## src/rtl/usb_rx_seq_ctrl.sv

```systemverilog
// usb_rx_seq_ctrl: sequencer between the usb_rx decoder and the shared RX data
// buffer / AHB slave. It tracks packet phase from the registered rx_packet code,
// forwards data bytes as buffer writes, guards against overflow, and latches a
// final packet type and status per packet.
// Optional feature macro: USB_RX_SEQ_STATS_EN adds pkt_count / err_count outputs.
module usb_rx_seq_ctrl #(
  parameter int DEPTH = 64,
  parameter int CNT_W = 7
) (
  input  logic             clk,
  input  logic             n_rst,
  input  logic [2:0]       rx_packet,
  input  logic             store_rx_packet,
  input  logic [7:0]       rx_packet_data,
  input  logic [CNT_W-1:0] buffer_occupancy,
  input  logic             rx_ack,
  input  logic             flush,
  output logic             store_rx_data,
  output logic [7:0]       rx_data,
  output logic             clear_buffer,
  output logic             rx_data_ready,
  output logic [2:0]       rx_packet_type,
  output logic [CNT_W-1:0] rx_byte_count,
  output logic             rx_error,
  output logic             rx_busy
`ifdef USB_RX_SEQ_STATS_EN
  ,
  output logic [15:0]      pkt_count,
  output logic [15:0]      err_count
`endif
);

  typedef enum logic [2:0] {S_IDLE, S_TOKEN, S_DATA, S_ERR, S_DONE} state_t;

  localparam logic [CNT_W:0] DEPTH_W = (CNT_W + 1)'(DEPTH);

  state_t         state;
  logic [2:0]     code_reg;
  logic [2:0]     pkt_code;
  logic [CNT_W:0] fill;
  logic           overflow;

  // A write issued last cycle is not yet visible in buffer_occupancy, so count it.
  assign fill     = {1'b0, buffer_occupancy} + {{CNT_W{1'b0}}, store_rx_data};
  assign overflow = (fill >= DEPTH_W);

  // Decisions are taken on the registered code so single-cycle glitches are aligned.
  always_ff @(posedge clk or negedge n_rst) begin
    if (!n_rst) code_reg <= 3'd0;
    else        code_reg <= rx_packet;
  end

  // Packet sequencer with all status outputs registered.
  always_ff @(posedge clk or negedge n_rst) begin
    if (!n_rst) begin
      state          <= S_IDLE;
      pkt_code       <= 3'd0;
      store_rx_data  <= 1'b0;
      rx_data        <= 8'd0;
      clear_buffer   <= 1'b0;
      rx_data_ready  <= 1'b0;
      rx_packet_type <= 3'd0;
      rx_byte_count  <= '0;
      rx_error       <= 1'b0;
      rx_busy        <= 1'b0;
    end else begin
      store_rx_data <= 1'b0;
      clear_buffer  <= 1'b0;
      case (state)
        S_IDLE, S_DONE: begin
          if (flush) begin
            rx_byte_count <= '0;
            clear_buffer  <= 1'b1;
          end else if (state == S_DONE && rx_ack) begin
            state         <= S_IDLE;
            rx_data_ready <= 1'b0;
          end else if (code_reg != 3'd0) begin
            // A new code while DONE is an overrun: restart but flag the error.
            pkt_code <= code_reg;
            rx_busy  <= 1'b1;
            case (code_reg)
              3'd3, 3'd4: begin
                state         <= S_DATA;
                clear_buffer  <= 1'b1;
                rx_byte_count <= '0;
                rx_error      <= (state == S_DONE);
              end
              3'd7: begin
                state    <= S_ERR;
                rx_error <= 1'b1;
              end
              default: begin
                state         <= S_TOKEN;
                rx_byte_count <= '0;
                rx_error      <= (state == S_DONE);
              end
            endcase
          end
        end
        S_TOKEN: begin
          if (flush) begin
            rx_byte_count <= '0;
            clear_buffer  <= 1'b1;
          end
          if (code_reg == 3'd0) begin
            state          <= S_DONE;
            rx_packet_type <= pkt_code;
            rx_data_ready  <= 1'b1;
            rx_busy        <= 1'b0;
          end
        end
        S_DATA: begin
          if (flush) begin
            // Flush wins over a coincident byte; the byte is dropped.
            state         <= S_ERR;
            rx_error      <= 1'b1;
            rx_byte_count <= '0;
            clear_buffer  <= 1'b1;
          end else if (store_rx_packet && overflow) begin
            state    <= S_ERR;
            rx_error <= 1'b1;
          end else begin
            if (store_rx_packet) begin
              store_rx_data <= 1'b1;
              rx_data       <= rx_packet_data;
              if ({1'b0, rx_byte_count} < DEPTH_W)
                rx_byte_count <= rx_byte_count + 1'b1;
            end
            if (code_reg == 3'd0) begin
              state          <= S_DONE;
              rx_packet_type <= pkt_code;
              rx_data_ready  <= 1'b1;
              rx_busy        <= 1'b0;
            end
          end
        end
        S_ERR: begin
          rx_error <= 1'b1;
          if (flush) rx_byte_count <= '0;
          if (flush || code_reg == 3'd0) clear_buffer <= 1'b1;
          if (code_reg == 3'd0) begin
            state          <= S_DONE;
            rx_packet_type <= 3'd7;
            rx_data_ready  <= 1'b1;
            rx_busy        <= 1'b0;
          end
        end
        default: begin
          state   <= S_IDLE;
          rx_busy <= 1'b0;
        end
      endcase
    end
  end

`ifdef USB_RX_SEQ_STATS_EN
  logic data_abort;
  logic enter_done;
  logic err_at_done;

  // Mirror the sequencer's DONE-entry condition for the statistics counters.
  always_comb begin
    data_abort  = (state == S_DATA) && (flush || (store_rx_packet && overflow));
    enter_done  = (code_reg == 3'd0) &&
                  ((state == S_TOKEN) || (state == S_ERR) || (state == S_DATA && !data_abort));
    err_at_done = (state == S_ERR) || rx_error;
  end

  // Saturating packet and error counters.
  always_ff @(posedge clk or negedge n_rst) begin
    if (!n_rst) begin
      pkt_count <= 16'd0;
      err_count <= 16'd0;
    end else if (enter_done) begin
      if (pkt_count != 16'hFFFF) pkt_count <= pkt_count + 16'd1;
      if (err_at_done && err_count != 16'hFFFF) err_count <= err_count + 16'd1;
    end
  end
`endif

endmodule

```

## config.mk

```make
export PLATFORM = sky130hd
export DESIGN_NAME = usb_rx_seq_ctrl
export DESIGN_NICKNAME = d
export VERILOG_FILES = /design/src/rtl/usb_rx_seq_ctrl.sv
export SDC_FILE = /design/constraint.sdc
export NUM_CORES = 1
export LEC_CHECK = 0
export CORE_ASPECT_RATIO = 0.8
export CORE_UTILIZATION = 40
export CTS_CLUSTER_DIAMETER = 100
export CTS_CLUSTER_SIZE = 24
export DETAILED_ROUTE_END_ITERATION = 8
export GPL_ROUTABILITY_DRIVEN = 0
export PLACE_DENSITY = 0.79
export SKIP_LAST_GASP = 1
export SLEW_MARGIN = 20
export SYNTH_ARGS = -nofsm -noshare
export SYNTH_HDL_FRONTEND = slang
export SYNTH_SLANG_ARGS = --single-unit
```

## constraint.sdc

```tcl
create_clock -name clk -period 1.62 [get_ports clk]
set_input_delay 0.405 -clock clk [delete_from_list [all_inputs] [get_ports clk]]
set_output_delay 0.405 -clock clk [all_outputs]
set_load 0.01 [all_outputs]
```

After elaboration in Yosys (flattened, before gate mapping):

Cells that the tools add are included.

* register bits after elaboration: 32
* bits in latches: 0
* memory bits (writable): 0
* ROM bits: 0
* input bits: 23
* output and inout port bits: 23
* memories: 0

* add/sub/neg operators: 2
* multiply operators: 0
* divide/modulo/power cells: 0
* order comparisons: 2
* equal/unequal tests: 23
* shift-type cells: 0
* multiplexer cells: 54
* bitwise operators: 3
* reductions and logical operators: 21

Operator list (count)
* $mux 7: 9
* $mux 3: 10
* $mux 1: 27
* $ne 3x3->1 const B: 8
* $pmux 7 s3: 1
* $pmux 3 s3: 2
* $reduce_and 5->1: 3
* $ne 2x2->1 const B: 7
* $pmux 1 s3: 4
* $reduce_and 4->1: 3
* $reduce_bool 3->1: 4
* $eq 3x2->1 const B: 3
* $eq 3x3->1 const B: 3
* $add 7x1->8: 1
* $ge 8x7->1 const B: 1
* $reduce_and 8->1: 1
* $reduce_or 2->1: 4
* $add 7x1->7 const B: 1
* $lt 7x7->1 const B: 1
* $logic_not 3->1: 2
* $pmux 2 s2: 1
* $eq 3x1->1 const B: 1
* $not 1->1: 3
* $logic_and 1x1->1: 2
* 3 further kinds: 3

Longest topological paths before layout:

Gate-level depths: netlist of run 1.

* depth after elaboration: 7
* mapped depth: 8

Least setup slack after synthesis of run 1:

No wires, ideal clock.

* path kind: input -> register
* start: input port buffer_occupancy[0]
* end: register rx_byte_count[6]
* arrival time: 1.782 ns
* required time: 1.526 ns
* setup slack: -0.256 ns
* stages: 8
* path buffers: 1
* cell sequence: ha_1 ha_1 and4_1 nand3_1 and4_1 clkbuf_1 or2_1 a221oi_2

* word-level cells in the longest chain between the ends: 5

RTL lines
* start: declaration: RTL line 15 `input logic [CNT_W-1:0] buffer_occupancy,`
* $add 7x1->8: RTL line 44 `assign fill = {1'b0, buffer_occupancy} + {{CNT_W{1'b0}}, store_rx_data};`
* $ge 8x7->1: RTL line 45 `assign overflow = (fill >= DEPTH_W);`
* $logic_and 1x1->1: RTL line 119 `end else if (store_rx_packet && overflow) begin`
* $ne 3x3->1 (no source line)
* $reduce_and 8->1 (no source line)
* end signal: assignment: RTL line 127 `rx_byte_count <= rx_byte_count + 1'b1;`
* end: declaration: RTL line 23 `output logic [CNT_W-1:0] rx_byte_count,`

No other way between the ends.
A chain may end at the register's enable or synchronous reset.

Worst setup path after layout of run 1:

* start: register state[0]
* end: register rx_byte_count[6]

* word-level cells in the longest chain between the ends: 4
* elaborated cells on any way between the ends: 18

RTL lines
* start: declaration: RTL line 37 `state_t state;`
* start signal: assignment: RTL line 56 `state <= S_IDLE;`
* start signal: assignment: RTL line 75 `state <= S_IDLE;`
* start signal: assignment: RTL line 83 `state <= S_DATA;`
* $eq 3x3->1 (tied with other cells): RTL line 69, 74
* $reduce_or 2->1 (tied with other cells): RTL line 69 `case (state)`
* $ne 3x3->1 (no source line) (tied with other cells)
* $reduce_and 8->1 (no source line)

Parallel ways exist; a longest one is shown, timed or not.

==> reports/summary.txt, run 1 <==
Slowest CP cell = dfrtp_1
Clk sinks = 32
CTS root buf = clkbuf_8
Row count = 20
CTS clk-pin slew, worst paths = 0.07 ns
Most common cell after layout, fill and taps aside = buf_4
Sequential element share of the synthesized area = 46.78%
Core Area = 3954 µm²
Top reg by flops = rx_data
Worst-skew pair later-pin latency = 0.28 ns
Synth top area cells = dfrtp_1, mux2_2, nor2_1
Setup Viol. Count Final = 21
Worst Tran Pin Value = 0.3467 ns
Final hold violations = 0
Setup CP Type = flip-flop to flip-flop
Crit path DAT = 1.98 ns
Cell Pwr Density = 1337 nW/µm²
Vias in the first global route = 1620
Global-route wire length before repair = 7107 µm
1st-iter DRT viols = 66
Worst Skew = 0.007308 ns
Vias per cell = 5.303
CP max stage delay = 0.43 ns
Cells on worst reg2reg path = 5
CTS Buffer Depth = 2
Setup TNS = -1.834 ns
WP data required = 1.81 ns
I/O pins = 46
GRT Residual Overflow = 0
Initial core utilization = 43.29%
Fmax = 0.5597 GHz
H-tree depth = 2
Synthesized area = 1712 µm²
Placed cell area = 2501 µm²
Compound-Gate Fraction of Synth Area = 19.44%
Max reg flops = 8
Xor/xnor cell area share of the yosys netlist = 0%
Hold buffer count at CTS = 0
Lkg Pwr = 1.393 nW
Maximum fanout along the worst path = 5
Reg2Reg Setup Slack = -0.17 ns
Failing checks = setup timing
Largest net degree at the start of global routing = 33
Most frequent cells in the layout = buf_4, dfrtp_1, clkdlybuf4s50_1
Area leader, netlist = dfrtp_1
DP HPWL = 3070 µm
Setup ws final = -0.1667 ns
Crit path max-delay family = compound AO/OA/AOI/OAI gates
Die area = 4546 µm²
Average size of a mapped cell = 9.951 µm²
Synth top area share = 46.78%
IO buf count = 45
Initial antenna violation count = 0
RSZ-0062 raised after global routing = yes
Total GRT Usage = 21.24%
Max-cap viol count = 0
Slew Limit Fails = 0
Dpl ws = -0.6979 ns
Top flop regs = rx_data: 8 flops, rx_byte_count: 7 flops
Drc violations = 0
Non-Filler Instances = 317
Max IR drop VDD = 944.7 µV
DR vias = 1681
CTS tree = built
Post-route ant nets = 0
Simple-gate share of the synthesized area = 21.05%
CP cell instances = mux2_4 > and3_4 > o31a_1 > buf_4 > a221oi_2
Final Cycle Share = 110.3%
Unique masters post-synth = 44
Layout cells sized above 1 = 36.26%
Rel. slew slack = 76.69%
Worst reg2reg endpoint = rx_byte_count[6]
Proportion of synthesized area in mux cells = 6.506%
Finished Core Util = 71.30%
Cells after synthesis = 172
Diodes inserted = 0
Die H = 60.51 µm
Area Overhead vs Synth = 64.69%
First drt pass iteration count = 4
Fin nets = 287
Yosys warnings = 0
Flops & latches, synth = 32
Die Wd = 75.14 µm
Num CTS Buffers = 5
Wire length per cell = 14.35 µm
Combinational family with the most area after synthesis = simple AND/OR/NAND/NOR gates
Min Tclk post-route = 1.787 ns
Net Count, Synth = 198
Total Wirelength = 4550 µm
Worst Path Buf+Inv = 1
Setup crit start kind = flip-flop
Final Instance Area = 2819 µm²
Critical path endpoint category = flip-flop
FF-to-FF Start = state[0]
Placed cells = 300
Run status = finished with violations
Synth Area in Adders = 2.193%
Hold Path Class = input port to asynchronous set/reset pin
## synthesized netlist by cell type, drive strengths merged
cell type / count
dfrtp: 32
and2: 1
o211ai: 3
and3: 7
or3: 3
mux2: 9
a221oi: 1
o21a: 1
or2: 1
a41o: 1
buf: 6
inv: 4
a21oi: 11
o31a: 1
o22ai: 4
nor3: 9
a22o: 3
nor2: 18
nor4: 1
clkbuf: 3
nand4: 2
nand3: 7
a31oi: 1
o21ai: 11
o31ai: 6
nand2b: 2
a211o: 1
a32oi: 1
o41ai: 1
nand2: 12
and4: 2
a311oi: 1
nor2b: 2
mux2i: 1
ha: 3
## through the flow
| stage | hold slack [ns] | total power, mW |
|---|---|---|
| 2_1_floorplan | 0.1094 | 2.047 |
| 3_3_place_gp | 0.4864 | 2.879 |
| 3_5_place_dp | 0.4934 | 2.914 |
| 4_1_cts | 0.4829 | 3.670 |
| 5_1_grt | 0.4961 | 3.984 |
| 6_report | 0.4778 | 3.768 |
## routing by layer
metal / global-route usage (%) / wire, µm / vias up
met5: 0 / 0 / -
met4: 5.820 / 64 / 0
met3: 6.478 / 336 / 9
met2: 34.75 / 2091 / 61
met1: 27.71 / 2058 / 796
li1: - / - / 815
## how the worst max path moves through the flow
stage / start / to / slack (ns) / cells past startpoint
after floorplan: store_rx_data / rx_byte_count[6] / -0.17 / 8
after global placement: buffer_occupancy[0] / rx_byte_count[6] / -0.64 / 8
after detailed placement: buffer_occupancy[0] / rx_byte_count[6] / -0.70 / 8
after CTS: store_rx_data / rx_byte_count[6] / -0.13 / 7
after global routing: state[0] / rx_byte_count[6] / -0.22 / 5
final: state[0] / rx_byte_count[6] / -0.17 / 5
## cells by family (layout without fill, tap and decap cells)
logic type | Yosys count | in the layout
AND/OR/NAND/NOR | 67 | 67
AO/OA/AOI/OAI | 47 | 47
flip-flops | 32 | 32
buffers and inverters | 13 | 103
multiplexers | 10 | 10
adder cells (fa/ha/maj) | 3 | 3
## layout make-up
cell class	count	area, µm²
clock inverter	2	10.01
multi-input combinational	127	998.5
sequential	32	802.0
clock buffer	6	82.58
fill	299	1135
timing repair buffer	91	842.1
inverter	4	15.01
tap	55	68.82
## repair_timing
item,in CTS,in global routing
resized for setup,22,28
hold endpoints to repair,0,0
pin swaps,9,8
setup buffers,8,2
setup endpoints to repair,31,36
## power by group
| part | total (mW) | switching [mW] | internal (mW) |
|---|---|---|---|
| clock | 0.631 | 0.292 | 0.339 |
| sequential | 1.21 | 0.161 | 1.05 |
| combinational | 1.93 | 0.868 | 1.06 |
Power figures use the tool's default switching activity.
==> run 2: changes to the inputs <==
Settings changed: RECOVER_POWER set to 100.
==> run 2 against run 1 <==
The run still ends with setup timing left. Combinational power barely moved. Worst hold slack improved by 0.027 ns. Die area did not move. Clock power barely moved. Utilization fell by 1.4 points. Count of clock-buffer cells in the layout did not move. Power fell by 0.66%. Routed wire length rose by 0.62%. Critical path depth rose by 2. Final cell count did not move. Global-route usage did not move. Largest cell class unchanged.
==> reports/summary.txt, run 2 (same netlist as run 1, synthesis figures left out) <==
CTS tree = built
Hold Path Class = flip-flop to flip-flop
Global-route wire length before repair = 7107 µm (unchanged)
Core Area = 3954 µm² (unchanged)
Setup CP Type = flip-flop to flip-flop
DP HPWL = 3070 µm (unchanged)
Met1 GRT Util = 27.71% (unchanged)
Run status = finished with violations
Initial core utilization = 43.29% (unchanged)
Logic pwr share = 50.9% (-0.3 points)
Top Usage Layer GRT = met2
Initial antenna violation count = 0 (unchanged)
IO buf count = 45 (unchanged)
Total GRT Usage = 21.24% (unchanged)
Num CTS Buffers = 5 (unchanged)
Met3 usage = 6.478% (unchanged)
CTS root buf = clkbuf_8
Final hold violations = 0 (unchanged)
Die area = 4546 µm² (unchanged)
First drt pass iteration count = 4 (unchanged)
CTS clk-pin slew, worst paths = 0.07 ns (about the same)
I/O pins = 46 (unchanged)
Top reg by flops = rx_data
Critical path endpoint category = flip-flop
Most common cell after layout, fill and taps aside = buf_4
Pint = 2.417 mW (-1.2%)
Hold_ws = 0.5048 ns (+0.02704 ns)
Vias per cell = 5.325 (+0.42%)
Max IR drop VDD = 940.1 µV (-0.49%)
Clk sinks = 32 (unchanged)
Failing checks = setup timing
Switching pwr = 1.325 mW (+0.26%)
Min Tclk post-route = 1.775 ns (-0.01219 ns)
Fillers = 309 (+3.3%)
Post-route ant nets = 0 (unchanged)
Largest net degree at the start of global routing = 33 (unchanged)
Setup Viol. Count Final = 21 (unchanged)
Worst-skew pair later-pin latency = 0.28 ns (about the same)
Diodes inserted = 0 (unchanged)
Slew Limit Fails = 0 (unchanged)
DR vias = 1688 (+0.42%)
Total Wirelength = 4578 µm (+0.62%)
Die Wd = 75.14 µm (unchanged)
Slowest CP cell = dfrtp_1
Top flop regs = rx_data: 8 flops, rx_byte_count: 7 flops
CTS Buffer Depth = 2 (unchanged)
Vias in the first global route = 1620 (unchanged)
Placed cell area = 2501 µm² (unchanged)
Sw frac = 35.41% (+0.33 points)
Max reg flops = 8 (unchanged)
Hold depth = 1
GRT Residual Overflow = 0 (unchanged)
Lkg Pwr = 1.253 nW (-10%)
Worst Skew = 0.007142 ns (-0.0001666 ns)
Layout cells sized above 1 = 35.50% (-0.76 points)
Rel. slew slack = 48.99% (-28 points)
Worst Tran Pin Value = 0.7651 ns (+0.4184 ns)
Wire length per cell = 14.44 µm (+0.62%)
M2 GR Usage = 34.75% (unchanged)
CP cell instances = ha_4 > ha_4 > a41o_4 > a311oi_2 > buf_4 > and3_1 > nor3_2
Area Overhead vs Synth = 61.55%
1st-iter DRT viols = 93 (+41%)
H-tree depth = 2 (unchanged)
Clock share of power = 16.9% (+0.2 points)
Seq pwr share = 32.3% (+0.3 points)
Fin nets = 287 (unchanged)
Row count = 20 (unchanged)
Max-cap viol count = 0 (unchanged)
Drc violations = 0 (unchanged)
WP data required = 1.79 ns (-0.02 ns)
Most frequent cells in the layout = buf_4, dfrtp_1, clkdlybuf4s50_1
Fmax = 0.5635 GHz (+0.69%)
Cells on worst reg2reg path = 7 (+2)
Top cell by count, worst path = ha_4
Setup crit start kind = flip-flop
Die H = 60.51 µm (unchanged)
Crit path DAT = 1.94 ns (-0.04 ns)
Final Instance Area = 2765 µm² (-1.9%)
Maximum fanout along the worst path = 7 (+2)
CP max stage delay = 0.41 ns (-0.02 ns)
Cell Pwr Density = 1354 nW/µm² (+1.3%)
Setup ws final = -0.1545 ns (+0.01219 ns)
RSZ-0062 raised after global routing = yes
Final Cycle Share = 109.5% (-0.75 points)
run 2: cell types whose count changed in the layout (fill, tap and decap cells not counted), moves of 2 or more:
cell,previous run,this run
buf_4,41,39
clkbuf_2,0,2
clkbuf_4,0,2
clkdlybuf4s25_1,0,8
clkdlybuf4s50_1,30,26
dlygate4sd3_1,0,4
dlymetal6s2s_1,10,1
run 2: final cells by class:
| class | instances | area, µm² | area share [%] |
|---|---|---|---|
| clock buffers | 6 | 82.58 | 2.986 |
| clock inverters | 2 | 10.01 | 0.3620 |
| inverters | 4 | 15.01 | 0.5430 |
| multi-input cells | 127 | 996.0 | 36.02 |
| flip-flops and latches | 32 | 800.8 | 28.96 |
| well taps | 55 | 68.82 | 2.489 |
| repair buffers | 91 | 792.0 | 28.64 |
run 2: timing repair:
| item | CTS | global route |
|---|---|---|
| endpoints found under the setup margin | 31 | 36 |
| pin swaps | 9 | 8 |
| gates resized for setup | 22 | 28 |
| hold buffers | 0 | 0 |
| setup buffers | 8 | 2 |
run 2: power groups by stage:
stage	clock, mW	combinational, mW	sequential [mW]
floorplan	0	0.766	1.28
global placement	0	1.67	1.21
detailed placement	0	1.70	1.21
CTS	0.646	1.82	1.20
global route	0.678	2.04	1.24
finish	0.631	1.90	1.21
run 2: path summary, 6_finish.rpt:
check / slack (ns) / startpoint / to
worst max register to register: -0.15 / store_rx_data / rx_packet_type[2]
worst min register to register: 0.50 / rx_data[4] / rx_data[4]
worst max-delay path: -0.15 / store_rx_data / rx_packet_type[2]
worst min-delay path: 0.50 / rx_data[4] / rx_data[4]
max in group asynchronous: 0.41 / n_rst / rx_byte_count[1]
min in group asynchronous: 0.72 / n_rst / code_reg[2]
run 2: worst max-delay path, delay by kind of cell, from the launching register on:
family                   cells  cell delay [ns]
AND/OR/NAND/NOR              2             0.22
buffers and inverters        1             0.19
flip-flops                   1             0.41
AO/OA/AOI/OAI                2             0.52
adder cells (fa/ha/maj)      2             0.33
run 2: through the flow:
step	total power, mW	TNS, ns	std cells	setup WS [ns]	util (%)
final	3.743	-1.841	317	-0.1545	69.94
after global routing	3.957	-3.226	317	-0.2097	69.94
after CTS	3.670	-1.651	316	-0.1333	68.54
after detailed placement	2.914	-15.20	300	-0.6979	63.26
after global placement	2.879	-14.03	300	-0.6405	63.26
after floorplan	2.047	-1.439	172	-0.1688	-
run 2: metal layers:
| metal | up-vias | wire [µm] | share of wire [%] |
|---|---|---|---|
| met5 | - | 0 | 0 |
| met4 | 0 | 64 | 1.4 |
| met3 | 9 | 356 | 7.8 |
| met2 | 76 | 2097 | 46 |
| met1 | 788 | 2060 | 45 |
| li1 | 815 | - | - |
